==> config.mk <==
export PLATFORM = sky130hd
export DESIGN_NAME = stopwatch_ctrl
export DESIGN_NICKNAME = d
export VERILOG_FILES = /design/src/rtl/stopwatch_ctrl_pkg.sv /design/src/rtl/bcd_digit_cnt.sv /design/src/rtl/stopwatch_ctrl.sv
export SDC_FILE = /design/constraint.sdc
export NUM_CORES = 1
export LEC_CHECK = 0
export BUFFER_PORTS_ARGS = -buffer_cell sky130_fd_sc_hd__buf_2
export CAP_MARGIN = 20
export CORE_UTILIZATION = 53
export DETAILED_ROUTE_END_ITERATION = 7
export GPL_ROUTABILITY_DRIVEN = 0
export PLACE_DENSITY = 0.79
export REMOVE_ABC_BUFFERS = 1
export SLEW_MARGIN = 20
export SYNTH_ARGS = -nofsm -noshare
export SYNTH_HDL_FRONTEND = slang
export SYNTH_SLANG_ARGS = --single-unit
==> constraint.sdc <==
create_clock -name clk -period 2.1 [get_ports clk]
set_input_delay 0.21 -clock clk [delete_from_list [all_inputs] [get_ports clk]]
set_output_delay 0.21 -clock clk [all_outputs]
set_load 0.02 [all_outputs]
==> src/rtl/stopwatch_ctrl_pkg.sv <==
// Shared stopwatch/timer constants: FSM encoding, BCD digit limits and tick timing.
package stopwatch_ctrl_pkg;

    typedef enum logic [1:0] {
        StIdle  = 2'd0,
        StRun   = 2'd1,
        StPause = 2'd2
    } sw_state_e;

    localparam int unsigned BcdMaxUnits = 9;
    localparam int unsigned BcdMaxTens  = 5;

    localparam int unsigned ClkHz           = 50_000_000;
    localparam int unsigned TickPeriodMs    = 250;
    localparam int unsigned TimerTickCycles = ClkHz / 1000 * TickPeriodMs;

endpackage

==> src/rtl/bcd_digit_cnt.sv <==
// Single BCD digit counter, 0..MAX, with same-cycle carry out to the next digit.
module bcd_digit_cnt #(
    parameter int unsigned MAX = 9
) (
    input  logic       clk,
    input  logic       reset,
    input  logic       clr,
    input  logic       inc,
    output logic [3:0] digit,
    output logic       carry
);

    assign carry = inc && (digit == 4'(MAX));

    always_ff @(posedge clk) begin
        if (reset || clr) begin
            digit <= 4'd0;
        end else if (inc) begin
            // >= rather than == keeps any out-of-range value self-correcting
            if (digit >= 4'(MAX)) begin
                digit <= 4'd0;
            end else begin
                digit <= digit + 4'd1;
            end
        end
    end

endmodule

==> src/rtl/stopwatch_ctrl.sv <==
// MM:SS stopwatch: start/stop edge detect, IDLE/RUN/PAUSE FSM, quarter-second prescaler
// and a four-digit BCD chain.
module stopwatch_ctrl
    import stopwatch_ctrl_pkg::*;
#(
    parameter int unsigned TICKS_PER_SEC = 4
) (
    input  logic       clk,
    input  logic       reset,
    input  logic       tick,
    input  logic       start_stop,
    input  logic       clear,
    output logic [3:0] sec_ones,
    output logic [3:0] sec_tens,
    output logic [3:0] min_ones,
    output logic [3:0] min_tens,
    output logic       running,
    output logic       colon,
    output logic       wrap
);

    localparam int unsigned QW = (TICKS_PER_SEC > 1) ? $clog2(TICKS_PER_SEC) : 1;
    localparam logic [QW-1:0] QMax  = QW'(TICKS_PER_SEC - 1);
    localparam logic [QW-1:0] QHalf = QW'(TICKS_PER_SEC / 2);

    sw_state_e     state;
    logic [QW-1:0] q;
    logic          start_stop_d;
    logic          start_rise;
    logic          count_en;
    logic          sec_inc;
    logic          carry_so, carry_st, carry_mo, carry_mt;

    assign start_rise = start_stop && !start_stop_d;
    // Qualified on the registered state, so a tick alongside IDLE->RUN is not counted
    assign count_en   = tick && (state == StRun) && !clear;
    assign sec_inc    = count_en && (q == QMax);

    assign running = (state == StRun);
    assign colon   = (state != StRun) || (q < QHalf);

    always_ff @(posedge clk) begin
        if (reset) begin
            state        <= StIdle;
            q            <= '0;
            start_stop_d <= 1'b1;
            wrap         <= 1'b0;
        end else begin
            start_stop_d <= start_stop;
            wrap         <= carry_mt;
            if (clear) begin
                state <= StIdle;
                q     <= '0;
            end else begin
                if (count_en) begin
                    q <= (q == QMax) ? '0 : q + QW'(1);
                end
                if (start_rise) begin
                    case (state)
                        StIdle:  state <= StRun;
                        StRun:   state <= StPause;
                        StPause: state <= StRun;
                        default: state <= StIdle;
                    endcase
                end
            end
        end
    end

    bcd_digit_cnt #(.MAX(BcdMaxUnits)) u_sec_ones (
        .clk   (clk),
        .reset (reset),
        .clr   (clear),
        .inc   (sec_inc),
        .digit (sec_ones),
        .carry (carry_so)
    );

    bcd_digit_cnt #(.MAX(BcdMaxTens)) u_sec_tens (
        .clk   (clk),
        .reset (reset),
        .clr   (clear),
        .inc   (carry_so),
        .digit (sec_tens),
        .carry (carry_st)
    );

    bcd_digit_cnt #(.MAX(BcdMaxUnits)) u_min_ones (
        .clk   (clk),
        .reset (reset),
        .clr   (clear),
        .inc   (carry_st),
        .digit (min_ones),
        .carry (carry_mo)
    );

    bcd_digit_cnt #(.MAX(BcdMaxTens)) u_min_tens (
        .clk   (clk),
        .reset (reset),
        .clr   (clear),
        .inc   (carry_mo),
        .digit (min_tens),
        .carry (carry_mt)
    );

endmodule

==> impl_metrics.toml, run 1 <==
[timing]
max_slew_margin_pct = 63.8
rsz0062_at_grt = "false"
tightest_slew_ps = 539
finalSetupTns_ps = 0
layout_setup_ws_ps = 262
maxSlewViolCount = 0
fin_crit_sh_pct = 87.5
fmax_mhz = 544
fin_skew_ps = 9.22
period_needed_ps = 1840
setup_violations = 0
hold_viol = 0

[flow_run]
max-cap-violations = 0

[route]
post_drt_wl_per_cell_microns = 11.5
dr_wl_met2_microns = 1030
first_pass_iters = 4
routed_wirelength_microns = 2170
drt_iter0_drc = 7
top_layer = "met4"
met3_length_microns = 75
ant_nets = 0
vias = 994
wl_met1_microns = 1040
drc = 0
post_drt_via_cell_ratio = 5.26

[logic_synthesis]
synthFlopType = "dfxtp_1"
synth_common_cells = "dfxtp_1 (22), nand2_1 (14), nor2_1 (14)"
synth_warnings = 0
yosys-top-cells-area = "dfxtp_1 (37%), ha_1 (14%), a21oi_1 (4.6%), nand2_1 (4.4%), nor2_1 (4.4%)"
yosysTopAreaCell = "dfxtp_1"
synth.most_common_cell = "dfxtp_1"
synth_cell_type_count = 35
syn_area_sq_um = 1200
postSynthAreaPerCell_sq_um = 8.69
ys_seq_area_share_pct = 36.7
yosysTopAreaCellShare_pct = 36.7
synthArstFlopShare_pct = 0
ys_seq_elements = 22
synthCells = 138
synth-edff-count = 0

[worst_setup_path]
worst_path_largest_cell_delay_ps = 580
cp_num_buf_inv = 0
path_cells = "ha_1 > nand3b_4 > or4_4 > o21ai_4 > o21ba_1"
path_class = "reg2reg"
crit_required_ps = 2300
start_kind = "flop"
cp_top_family = "simple AND/OR/NAND/NOR gates"
crit_arrival_ps = 2040
cpMaxStageDelayCell = "or4_4"
crit_path_end_kind = "flop"
cp_max_fo = 6

[grt]
grt_pass1_wl_microns = 3630
grt_util_all_layers_pct = 19.0
antenna_found_initial = 0
grt_overflow = 0
grt_pass1_vias = 909
grt_max_degree = 12

[placement]
preCtsSetupSlack_ps = 278
io_buffer_count = 23
hpwl_microns = 1700

[cts]
clock-sinks = 22
htree_levels = 1
post_cts_buffers = 0
clkLatencyLatePin_ps = 300
cts_tree = "built"
postCtsHoldBufs = 0
cts_buffer_depth = 2
cts_root_buf = "clkbuf_4"
path_clk_slew_ps = 120
ctsResizeCount = 0
cts_buffers = 3

[power_and_ir_drop]
leakage_nw = 0.620
ir_worst_vdd_mv = 0.369
p_per_area_nw_per_um2 = 462

[floorplanning]
design.die.area_sq_um = 2460
die_w_microns = 49.6
ios = 24
rows = 16
core_sq_um = 2040
die_h_microns = 49.6
start_util_pct = 58.8

[layout]
final_util_pct = 66.7
area_growth_pct = 13.6
antennaDiodeCount = 0
finalNetCount = 182
drive_gt1_share_pct = 21.6

[min_path]
hold_class = "in2reg"

[outcome]
status = "finished clean"
-- power by group --
group / leakage [nW] / total (W) / internal [W] / switching, W
sequential: 0.177 / 0.000419 / 0.000419 / 0.000000770
combinational: 0.429 / 0.0000236 / 0.0000102 / 0.0000133
clock: 0.0138 / 0.000187 / 0.0000669 / 0.000120
-- stage by stage --
step | power, W | hold WS [ps] | cells | cell area (sq um)
2_1_floorplan | 0.000442 | 314 | 134 | 1180
3_3_place_gp | 0.000452 | 410 | 186 | 1340
3_5_place_dp | 0.000453 | 415 | 186 | 1340
4_1_cts | 0.000637 | 89.0 | 189 | 1360
5_1_grt | 0.000651 | 92.6 | 189 | 1360
6_report | 0.000630 | 92.0 | 189 | 1360
-- cells in the final DEF, fill, tap and decap left out, drive strengths merged, types with 4 or more instances in the layout --
master	n
a21oi	11
buf	25
dfxtp	22
ha	13
inv	13
nand2	14
nand3	7
nor2	14
xnor2	4
-- worst register-to-register path: stages (launching register included) --
cell and delay, ps:
dfxtp_1 450, ha_1 250, nand3b_4 110, or4_4 580, o21ai_4 200, o21ba_1 160
-- registers in the layout, indices dropped and copies added, names as in the netlist --
signal            flops
u_sec_tens.digit      4
start_stop_d          1
u_sec_ones.digit      4
wrap                  1
u_min_ones.digit      4
u_min_tens.digit      4
q                     2
state                 2
-- final cells by class --
type	count	area, sq um
clock buffer	3	22.5
fill	196	679
inverter	13	48.8
multi-input combinational	99	687
sequential	22	440
tap	27	33.8
timing repair buffer	25	130
-- final timing paths --
path                                          start                   to  slack [ps]  cells after the start
worst max-delay path            u_sec_ones.digit[0]  u_min_ones.digit[3]         260                      5
worst min register to register                 q[1]                 q[1]         490                      2
worst min-delay path                     start_stop         start_stop_d          90                      2
worst max register to register  u_sec_ones.digit[0]  u_min_ones.digit[3]         260                      5
-- kinds of logic (layout without fill, tap and decap cells) --
logic type / after synthesis / count (layout) / synth area share [%]
AO/OA/AOI/OAI: 22 / 22 / 12.0
XOR/XNOR: 5 / 5 / 3.65
adder cells (fa/ha/maj): 13 / 13 / 13.6
buffers and inverters: 17 / 41 / 6.05
flip-flops: 22 / 22 / 36.7
multiplexers: 2 / 2 / 1.67
AND/OR/NAND/NOR: 57 / 57 / 26.4
-- per-layer routing --
layer / track usage (%) / vias up
met4: 7.62 / 0
met5: 0 / -
met3: 3.70 / 4
met2: 32.7 / 18
li1: - / 517
met1: 23.0 / 455
(Power assumes the default switching activity.)
==> run 2: changes to the inputs <==
ABC_AREA = 1   (was unset)
==> impl_metrics.toml, run 2 <==
[grt]
grt_util_all_layers_pct = 21.4
grt_overflow = 0
grt_max_degree = 16
antenna_found_initial = 0
grt_pass1_vias = 1072
grt_pass1_wl_microns = 4150

[power_and_ir_drop]
p_comb_share_pct = 3.7
switchingPower_w = 0.000148
p_per_area_nw_per_um2 = 484
p_clk_share_pct = 34.6
p_seq_share_pct = 61.7
p_int_w = 0.000533
leakage_nw = 0.660
sw_frac_of_total_pct = 21.7
ir_worst_vdd_mv = 0.343

[floorplanning]
die_h_microns = 50.1
ios = 24
die_w_microns = 50.1
core_sq_um = 2190
design.die.area_sq_um = 2510
rows = 17
start_util_pct = 55.9

[cts]
postCtsHoldBufs = 0
clock-sinks = 22
ctsResizeCount = 0
cts_buffers = 3
htree_levels = 1
cts_tree = "built"
cts_root_buf = "clkbuf_4"
clkLatencyLatePin_ps = 300
post_cts_buffers = 0
cts_buffer_depth = 2
path_clk_slew_ps = 120

[layout]
antennaDiodeCount = 0
area_growth_pct = 14.9
drive_gt1_share_pct = 19.9
final_cell_mix = "nand2_1 (34), inv_1 (24), nor2_1 (23), buf_2 (23), dfxtp_1 (22)"
final_common_cell = "nand2_1"
post-route-cell-area_sq_um = 1410
finalNetCount = 210

[logic_synthesis]
synth_warnings = 0
synthCells = 164
synth.most_common_cell = "nand2_1"
yosysTopAreaCell = "dfxtp_1"
ys_seq_elements = 22
synth-edff-count = 0
synthFlopType = "dfxtp_1"
synthArstFlopShare_pct = 0
syn_area_sq_um = 1220
yosys-top-cells-area = "dfxtp_1 (36%), ha_1 (13%), nand2_1 (10%), inv_1 (7.4%), nor2_1 (7.0%)"
ys_seq_area_share_pct = 36.0
synth_cell_type_count = 24
postSynthAreaPerCell_sq_um = 7.47
yosysTopAreaCellShare_pct = 36.0
synth_common_cells = "nand2_1 (34), inv_1 (24), nor2_1 (23)"

[worst_setup_path]
start_kind = "flop"
crit_required_ps = 2310
path_class = "reg2reg"
cp_max_fo = 15
crit_arrival_ps = 1820
cpMaxStageDelayCell = "dfxtp_1"
path_cells = "inv_1 > ha_1 > nand3_1 > nor2_4 > nand2_1 > o21ai_2 > nor2_1"
worst_path_largest_cell_delay_ps = 360
crit_path_end_kind = "flop"

[route]
drc = 0
vias = 1119
top_layer = "met4"
drt_iter0_drc = 13
wl_met1_microns = 1080
post_drt_wl_per_cell_microns = 10.7
first_pass_iters = 4
routed_wirelength_microns = 2330
ant_nets = 0
dr_wl_met2_microns = 1140
met3_length_microns = 79
post_drt_via_cell_ratio = 5.11

[timing]
fin_crit_sh_pct = 76.5
tightest_slew_ps = 435
hold_viol = 0
period_needed_ps = 1610
finalSetupTns_ps = 0
maxSlewViolCount = 0
fin_skew_ps = 0.586
max_slew_margin_pct = 70.7
setup_violations = 0
fmax_mhz = 623
rsz0062_at_grt = "false"

[placement]
place_area_sq_um = 1370
io_buffer_count = 23
hpwl_microns = 1840

[outcome]
status = "finished clean"

[min_path]
hold_class = "in2reg"

[flow_run]
max-cap-violations = 0
==> run 2: cell types whose count changed in the layout (fill, tap and decap cells not counted), sizes merged, moves of 4 or more <==
cell | previous run | this run
xnor2 | 4 | 0
o21ai | 3 | 8
inv | 13 | 25
nor2 | 14 | 27
nand4 | 0 | 8
nand2 | 14 | 34
==> run 2: kinds of logic after synthesis <==
family,count (synthesis),share of synthesized area (%)
compound gates,20,8.89
xor+xnor,2,1.43
fa+ha+maj,13,13.3
simple gates,81,31.9
flops,22,36.0
buf+inv,26,8.58
==> run 2: layout make-up <==
class                           count  area [sq um]
Timing Repair Buffer               24           123
Sequential cell                    22           440
Clock buffer                        4          36.3
Multi-Input combinational cell    116           679
Tap cell                           28          35.0
Inverter                           25          93.8
Fill cell                         179           783
==> run 2: worst max-delay path: cells and delay by family, from the launching register on <==
kind | cells | cell delay (ps)
simple gates | 4 | 710
flops | 1 | 360
fa+ha+maj | 1 | 180
compound gates | 1 | 170
buf+inv | 1 | 110
==> run 2: path summary, 6_finish.rpt <==
| kind | from | slack, ps | end | cells after the start |
|---|---|---|---|---|
| max | u_sec_ones.digit[1] | 490 | u_min_ones.digit[1] | 7 |
| min | start_stop | 110 | start_stop_d | 3 |
| max reg2reg | u_sec_ones.digit[1] | 490 | u_min_ones.digit[1] | 7 |
| min reg2reg | state[0] | 500 | state[0] | 2 |
==> run 2: stage by stage <==
step,total power [W],utilization [%],hold WS [ps],setup WS (ps),cells
3_3_place_gp,0.000454,62.6,415,613,215
6_report,0.000681,64.2,109,494,219
5_1_grt,0.000705,64.2,121,356,219
3_5_place_dp,0.000455,62.6,435,515,215
2_1_floorplan,0.000444,-,314,572,163
4_1_cts,0.000687,64.2,98.8,502,219
==> run 2: layer usage <==
layer  up-vias  GRT usage (%)
li1        580              -
met1       509           24.6
met2        26           36.9
met3         4           2.78
met4         0           12.9
met5         -              0
==> run 2: power groups by stage <==
stage | clock network, W | registers (W) | logic (W)
after floorplan | 0 | 0.000429 | 0.0000150
after detailed placement | 0 | 0.000429 | 0.0000253
after CTS | 0.000242 | 0.000420 | 0.0000253
final | 0.000236 | 0.000420 | 0.0000251
after global routing | 0.000256 | 0.000421 | 0.0000281
after global placement | 0 | 0.000429 | 0.0000244
